$ cat config.mk
export PLATFORM = sky130hd
export DESIGN_NAME = ula_multicycle
export DESIGN_NICKNAME = d
export VERILOG_FILES = /design/src/rtl/ula_multicycle.sv
export SDC_FILE = /design/constraint.sdc
export NUM_CORES = 2
export LEC_CHECK = 0
export CAP_MARGIN = 20
export CORE_ASPECT_RATIO = 1.75
export CORE_UTILIZATION = 30
export CTS_CLUSTER_SIZE = 8
export DETAILED_ROUTE_END_ITERATION = 7
export GPL_TIMING_DRIVEN = 0
export SYNTH_ARGS = -nofsm -noshare
export SYNTH_HDL_FRONTEND = slang
export SYNTH_SLANG_ARGS = --single-unit
$ cat constraint.sdc
create_clock -name clock -period 4 [get_ports clock]
set_input_delay 0.4 -clock clock [delete_from_list [all_inputs] [get_ports clock]]
set_output_delay 0.4 -clock clock [all_outputs]
set_load 0.1 [all_outputs]
$ cat src/rtl/ula_multicycle.sv
// rtl/ula_multicycle.sv - pipelined ALU with single-cycle ops and an iterative shift-add multiplier
//
// Purpose:
//   Single-cycle ALU ops (add/sub, shifts, compares, logic) are registered with
//   latency 1. A multiply runs as a shift-add loop, one multiplier bit per cycle,
//   for N cycles (32 in word mode). Optional word mode (W ops) works on the low
//   32 bits and sign-extends the 32-bit result.
//
// Ports:
//   clock, reset          rising-edge clock, asynchronous active-low reset
//   valid_in / ready_out  request handshake (A, B and controls captured on transfer)
//   A, B                  N-bit operands
//   seletor               000 add/sub, 001 sll, 010 slt, 011 sltu,
//                         100 xor, 101 srl/sra, 110 or, 111 and
//   carry_in              1 = subtract (B inverted, +1)
//   arithmetic            1 = arithmetic right shift
//   word                  1 = 32-bit word operation
//   mul                   1 = multiply (overrides seletor)
//   valid_out / ready_in  result handshake
//   Y                     N-bit result
//   zero, negative,
//   carry_out, overflow   adder flags for ALU ops, result-based flags for multiply
//   busy                  multiply in progress

module ula_multicycle #(
  parameter int N       = 64,
  parameter int WORD_EN = 1
) (
  input  logic         clock,
  input  logic         reset,
  input  logic         valid_in,
  output logic         ready_out,
  input  logic [N-1:0] A,
  input  logic [N-1:0] B,
  input  logic [2:0]   seletor,
  input  logic         carry_in,
  input  logic         arithmetic,
  input  logic         word,
  input  logic         mul,
  output logic         valid_out,
  input  logic         ready_in,
  output logic [N-1:0] Y,
  output logic         zero,
  output logic         negative,
  output logic         carry_out,
  output logic         overflow,
  output logic         busy
);

  localparam int SW = $clog2(N);
  // Word mode only means something when the datapath is wider than 32 bits.
  localparam bit WORD_OK = (WORD_EN != 0) && (N > 32);

  typedef enum logic {IDLE, MUL} state_t;

  state_t         state;
  logic [N-1:0]   mcand;
  logic [N-1:0]   mplier;
  logic [N-1:0]   acc;
  logic [SW-1:0]  count;
  logic           mul_word;

  logic           word_mode;
  logic           accept;

  logic [N-1:0]   b_eff;
  logic [N-1:0]   sum;
  logic           sum_c;
  logic [31:0]    sum32;
  logic           sum32_c;
  logic           f_zero, f_neg, f_c, f_v;
  logic           lt;
  logic [SW-1:0]  sh_full;
  logic [4:0]     sh_w;
  logic [N-1:0]   r_full;
  logic [31:0]    r_w;
  logic [N-1:0]   alu_y;

  logic [N-1:0]   mul_add;
  logic [N-1:0]   mul_y;

  assign word_mode = WORD_OK && word;
  assign ready_out = !busy && (!valid_out || ready_in);
  assign accept    = valid_in && ready_out;

  // ALU: evaluated straight from the inputs so the result can be registered
  // on the very edge that accepts the request.
  always_comb begin
    b_eff              = B ^ {N{carry_in}};
    {sum_c, sum}       = {1'b0, A} + {1'b0, b_eff} + {{N{1'b0}}, carry_in};
    {sum32_c, sum32}   = {1'b0, A[31:0]} + {1'b0, b_eff[31:0]} + {32'd0, carry_in};

    // Flags always follow the adder so branch compares can use any seletor.
    if (word_mode) begin
      f_zero = (sum32 == 32'd0);
      f_neg  = sum32[31];
      f_c    = sum32_c;
      f_v    = ~(A[31] ^ b_eff[31]) & (A[31] ^ sum32[31]);
    end else begin
      f_zero = (sum == '0);
      f_neg  = sum[N-1];
      f_c    = sum_c;
      f_v    = ~(A[N-1] ^ b_eff[N-1]) & (A[N-1] ^ sum[N-1]);
    end

    sh_full = B[SW-1:0];
    sh_w    = B[4:0];
    lt      = (seletor == 3'b010) ? (f_neg ^ f_v) : !f_c;
    r_full  = '0;
    r_w     = '0;

    case (seletor)
      3'b000: begin
        r_full = sum;
        r_w    = sum32;
      end
      3'b001: begin
        r_full = A << sh_full;
        r_w    = A[31:0] << sh_w;
      end
      3'b010, 3'b011: begin
        r_full = {{(N-1){1'b0}}, lt};
        r_w    = {31'd0, lt};
      end
      3'b100: begin
        r_full = A ^ B;
        r_w    = A[31:0] ^ B[31:0];
      end
      3'b101: begin
        if (arithmetic) begin
          r_full = $signed(A) >>> sh_full;
          r_w    = $signed(A[31:0]) >>> sh_w;
        end else begin
          r_full = A >> sh_full;
          r_w    = A[31:0] >> sh_w;
        end
      end
      3'b110: begin
        r_full = A | B;
        r_w    = A[31:0] | B[31:0];
      end
      default: begin
        r_full = A & B;
        r_w    = A[31:0] & B[31:0];
      end
    endcase

    alu_y = r_full;
    if (word_mode) begin
      alu_y       = {N{r_w[31]}};
      alu_y[31:0] = r_w;
    end
  end

  // Multiply step: the low bits of the running sum depend only on the low
  // bits of the operands, so word mode just stops after 32 iterations.
  always_comb begin
    mul_add = acc + (mplier[0] ? mcand : '0);
    mul_y   = mul_add;
    if (mul_word) begin
      mul_y       = {N{mul_add[31]}};
      mul_y[31:0] = mul_add[31:0];
    end
  end

  always_ff @(posedge clock or negedge reset) begin
    if (!reset) begin
      state     <= IDLE;
      busy      <= 1'b0;
      valid_out <= 1'b0;
      Y         <= '0;
      zero      <= 1'b0;
      negative  <= 1'b0;
      carry_out <= 1'b0;
      overflow  <= 1'b0;
      mcand     <= '0;
      mplier    <= '0;
      acc       <= '0;
      count     <= '0;
      mul_word  <= 1'b0;
    end else begin
      case (state)
        IDLE: begin
          if (accept) begin
            if (mul) begin
              // Any previous result was consumed on this same edge.
              state     <= MUL;
              busy      <= 1'b1;
              valid_out <= 1'b0;
              mcand     <= A;
              mplier    <= B;
              acc       <= '0;
              mul_word  <= word_mode;
              count     <= word_mode ? SW'(31) : SW'(N - 1);
            end else begin
              valid_out <= 1'b1;
              Y         <= alu_y;
              zero      <= f_zero;
              negative  <= f_neg;
              carry_out <= f_c;
              overflow  <= f_v;
            end
          end else if (valid_out && ready_in) begin
            valid_out <= 1'b0;
          end
        end
        MUL: begin
          acc    <= mul_add;
          mcand  <= mcand << 1;
          mplier <= mplier >> 1;
          count  <= count - 1'b1;
          if (count == '0) begin
            state     <= IDLE;
            busy      <= 1'b0;
            valid_out <= 1'b1;
            Y         <= mul_y;
            zero      <= (mul_y == '0);
            negative  <= mul_y[N-1];
            carry_out <= 1'b0;
            overflow  <= 1'b0;
          end
        end
        default: state <= IDLE;
      endcase
    end
  end

endmodule
==> results.md <==
- 0 — count of maximum capacitance violations
- true — RSZ-0062 raised after global routing
- 0.0733 ns — clk_skew
- in2reg — HP Class
- 0.226 — fraction of layout cells with a size suffix above 1
- mplier[0] — worst reg2reg startpoint
- 6.17 ns — worst endpoint data arrival time
- 4,690 — number of instances in the synthesized netlist
- 5.55 ns — min cycle time layout
- 35,400 um^2 — summed instance area of the synthesized netlist
- flop — kind of capture point of the worst setup path
- 97 — number of library cell types mapped by synthesis
- built — clock tree from TritonCTS
- -1.55 ns — final worst setup slack
- 119,000 um^2 — full die area
- 497 uV — IR drop worst, VDD
- 3 — Min-Delay Path Depth
- 21.0 nW — static leakage power
- 7.54 um^2 — average cell area after synthesis
- 69 — endpoints failing setup
- finished, violations left — run status
- 0.567 — Sw Share
- 0 — GR Overflow Total
- 0.06 ns — clock slew seen by the registers of the worst setup and hold paths
- 6 — number of search-and-repair iterations in the first detailed-routing pass
- 1.39 — final cycle utilization of the critical path
- 46,800 — count of vias placed by the detailed router
- zero — Reg2Reg Capture Point
- sky130_fd_sc_hd__dfrtp_1, sky130_fd_sc_hd__ha_1, sky130_fd_sc_hd__mux2i_1 — biggest area contributors in the synthesized netlist
- 8 — largest fanout on the critical path
- 0.191 — area share of the largest cell type after synthesis
- 19 — depth of the worst register-to-register path
- 48,200 um^2 — final design area excluding fillers
- 5,622 — number of nets in the finished design
- 0 — max-slew violation count
- 1.13 — final estimated routing congestion in global placement
- 4.62 ns — critical path required time
- mplier[21] — Hold Crit Endpoint
- 10.5 mW — cell internal pwr
- 45,600 — via count of the first global-routing pass
- 0 — number of DRC violations after detailed routing
- 210 — number of ports placed on the die boundary
- 36.4% — Syn-to-layout area delta
- sky130_fd_sc_hd__nand2_1 — leading cell type by number of instances after synthesis
- 260,000 um — HPWL Detailed
- 0 — number of routed nets with antenna violations
- 456 um — vertical die dimension
- 0.196 — Sequential Power Share
- 117,000 um^2 — Core Box Area
- setup timing — failing checks
- 41 — TritonCTS Buffers
- 5,090 — Synthesized Nets
- 0 — Yosys Warn Count
- 0 — number of synthesized flops with an enable pin
- 270 — total of flip-flops plus latches after synthesis
- sky130_fd_sc_hd__nand2_1, sky130_fd_sc_hd__nor2_1, sky130_fd_sc_hd__a21oi_1 — most used standard cells in the synthesized netlist
- 36 — initial antenna violation count
- -1.55 ns — reg-to-reg slack, setup
- 0 — number of hold-slack violations in the final timing report
- 49.1 um — WL per Instance
- reg2reg — category of the critical setup timing path
- 13.8 mW — Psw
- 0.191 — part of the Yosys area used for sequential elements
- 0.546 — overall routing resource usage
- 3 — deepest clock path buffer count
- 0.180 GHz — highest achievable clock rate
- 166 — # rows
- B[21] — startpoint of the lowest-slack hold path
- 0.68 ns — Clk Latency, worst-skew pair
- sky130_fd_sc_hd__dfrtp_1 — most instantiated flip-flop cell in the synthesis netlist
- 1.00 — ys async rst share
- 41,200 um^2 — Placed Area
- 2 — H-tree level count
- 261 um — die width
- 505 nW/um^2 — PD cells
- 112 — pin count of the biggest net entering global routing
- sky130_fd_sc_hd__dfrtp_1 — cell accounting for the most synthesized area
- 0.189 ns — Hold Slack
- 0.0209 — slew margin rel.
- sky130_fd_sc_hd__clkbuf_16 — clock tree root buffer cell
- 6.92 — via-per-instance ratio
- 0.302 — starting utilization of the core area
- 203 — number of input and output port buffers inserted
- 0.140 — Clk pwr share
- 332,000 um — Routed WL
- 433,000 um — wire length of the first global-routing pass
- 0.665 — Comb power frac
- 5,960 — Initial DRC Count
- 1.47 ns — Tightest Pin Transition
- flop — nature of the critical path startpoint
- 270 — number of sinks driven by the clock tree
flip-flops by register name, indices dropped and copies added (netlist names), 6 cells and up:
name,count
Y,64
acc,64
count,6
mcand,64
mplier,64
power groups by stage:
| stage | Clock [mW] | Combinational [mW] | Sequential, mW |
|---|---|---|---|
| 6_report | 3.40 | 16.2 | 4.77 |
| 3_5_place_dp | 0 | 13.3 | 4.68 |
| 5_1_grt | 3.50 | 16.5 | 4.87 |
| 2_1_floorplan | 0 | 5.57 | 6.54 |
| 4_1_cts | 3.38 | 14.5 | 4.71 |
| 3_3_place_gp | 0 | 12.9 | 4.64 |
metal layers:
layer | GRT usage | part of all wire | vias up
met5 | 0.0104 | 0.00029 | -
met4 | 0.615 | 0.15 | 12
met3 | 0.202 | 0.098 | 1750
met2 | 0.840 | 0.44 | 3611
met1 | 0.530 | 0.32 | 23200
li1 | - | - | 18200
worst max path at each step:
| stage | from | endpoint | depth (start not counted) |
|---|---|---|---|
| after global routing | mplier[0] | zero | 19 |
| after CTS | mplier[0] | zero | 16 |
| after detailed placement | B[4] | zero | 19 |
| after global placement | reset | Y[12] | 1 |
| after floorplan | B[1] | zero | 20 |
| final | mplier[0] | zero | 19 |
cells in the final DEF, fill, tap and decap left out, types with 25 or more instances in the layout:
cell	Yosys	final
sky130_fd_sc_hd__nor2_1	519	487
sky130_fd_sc_hd__a22o_1	66	65
sky130_fd_sc_hd__o22ai_1	33	28
sky130_fd_sc_hd__xor2_1	99	87
sky130_fd_sc_hd__o211ai_1	72	72
sky130_fd_sc_hd__a21oi_1	430	337
sky130_fd_sc_hd__buf_8	0	90
sky130_fd_sc_hd__mux2_2	32	29
sky130_fd_sc_hd__ha_4	0	31
sky130_fd_sc_hd__diode_2	0	26
sky130_fd_sc_hd__a31oi_1	63	49
sky130_fd_sc_hd__a211oi_1	61	36
sky130_fd_sc_hd__buf_4	0	162
sky130_fd_sc_hd__dfrtp_1	270	269
sky130_fd_sc_hd__nand3_1	49	43
sky130_fd_sc_hd__clkbuf_2	1	78
sky130_fd_sc_hd__buf_1	49	28
sky130_fd_sc_hd__clkbuf_1	282	168
sky130_fd_sc_hd__a21o_1	74	71
sky130_fd_sc_hd__o21ai_0	409	342
sky130_fd_sc_hd__mux2i_1	261	235
sky130_fd_sc_hd__mux4_2	94	94
sky130_fd_sc_hd__nor3_1	91	79
sky130_fd_sc_hd__or3_1	26	25
sky130_fd_sc_hd__buf_6	1	61
sky130_fd_sc_hd__a21oi_4	0	37
sky130_fd_sc_hd__xnor2_1	49	34
sky130_fd_sc_hd__o21ai_1	8	36
sky130_fd_sc_hd__clkdlybuf4s50_1	0	117
sky130_fd_sc_hd__clkbuf_16	0	54
sky130_fd_sc_hd__and2_1	104	84
sky130_fd_sc_hd__nand2_1	538	520
sky130_fd_sc_hd__nand4_1	45	45
sky130_fd_sc_hd__o21a_1	45	38
sky130_fd_sc_hd__ha_1	259	212
sky130_fd_sc_hd__a21oi_2	0	56
sky130_fd_sc_hd__inv_1	172	171
worst max-delay path: stages, from the launching register on:
cell and delay, ns:
sky130_fd_sc_hd__dfrtp_4 0.60, sky130_fd_sc_hd__buf_12 0.21, sky130_fd_sc_hd__buf_4 0.14, sky130_fd_sc_hd__buf_8 0.14, sky130_fd_sc_hd__buf_8 0.14, sky130_fd_sc_hd__and2_4 0.14
sky130_fd_sc_hd__ha_4 0.28, sky130_fd_sc_hd__nand4_1 0.19, sky130_fd_sc_hd__nor2_4 0.19, sky130_fd_sc_hd__nand4_1 0.25, sky130_fd_sc_hd__a211o_1 0.46, sky130_fd_sc_hd__buf_6 0.16
sky130_fd_sc_hd__and3_4 0.19, sky130_fd_sc_hd__xnor2_1 0.19, sky130_fd_sc_hd__a211oi_1 1.11, sky130_fd_sc_hd__nand4_1 0.18, sky130_fd_sc_hd__nor3_1 0.17, sky130_fd_sc_hd__a21oi_1 0.08
sky130_fd_sc_hd__or4b_4 0.61, sky130_fd_sc_hd__nand3_2 0.10
final cells by class:
| class | count | area [um^2] |
|---|---|---|
| Fill cell | 11900 | 68700 |
| Multi-Input combinational cell | 3889 | 30000 |
| Sequential cell | 270 | 6760 |
| Timing Repair Buffer | 528 | 5770 |
| Buffer | 315 | 2000 |
| Tap cell | 1512 | 1890 |
| Clock buffer | 46 | 1040 |
| Inverter | 177 | 677 |
| Antenna cell | 26 | 65.1 |
| Clock inverter | 5 | 61.3 |
kinds of logic after synthesis:
| kind of cell | after synthesis | synth area share |
|---|---|---|
| buffers and inverters | 531 | 0.0574 |
| AND/OR/NAND/NOR | 1522 | 0.193 |
| adder cells (fa/ha/maj) | 261 | 0.0928 |
| XOR/XNOR | 148 | 0.0367 |
| AO/OA/AOI/OAI | 1570 | 0.285 |
| flip-flops | 270 | 0.191 |
| multiplexers | 388 | 0.144 |
what timing repair did:
item,CTS,global route
buffers inserted,125,86
pin swaps,112,102
resized for setup,821,370
endpoints found under the setup margin,112,83
hold buffers,1,0
gates cloned,3,0
hold endpoints to repair,67,0
metrics by stage:
| stage | total power, mW | utilization | setup WS (ns) | TNS (ns) | std cells |
|---|---|---|---|---|---|
| 2_1_floorplan | 12.1 | - | -0.907 | -1.85 | 4690 |
| 3_3_place_gp | 17.6 | 0.338 | -9.95 | -3015.03 | 6405 |
| 3_5_place_dp | 17.9 | 0.353 | -4.76 | -266.42 | 6513 |
| 4_1_cts | 22.6 | 0.397 | -1.28 | -12.76 | 6664 |
| 5_1_grt | 24.8 | 0.412 | -1.42 | -19.44 | 6749 |
| 6_report | 24.3 | 0.412 | -1.55 | -20.78 | 6768 |
(Power assumes the default switching activity.)
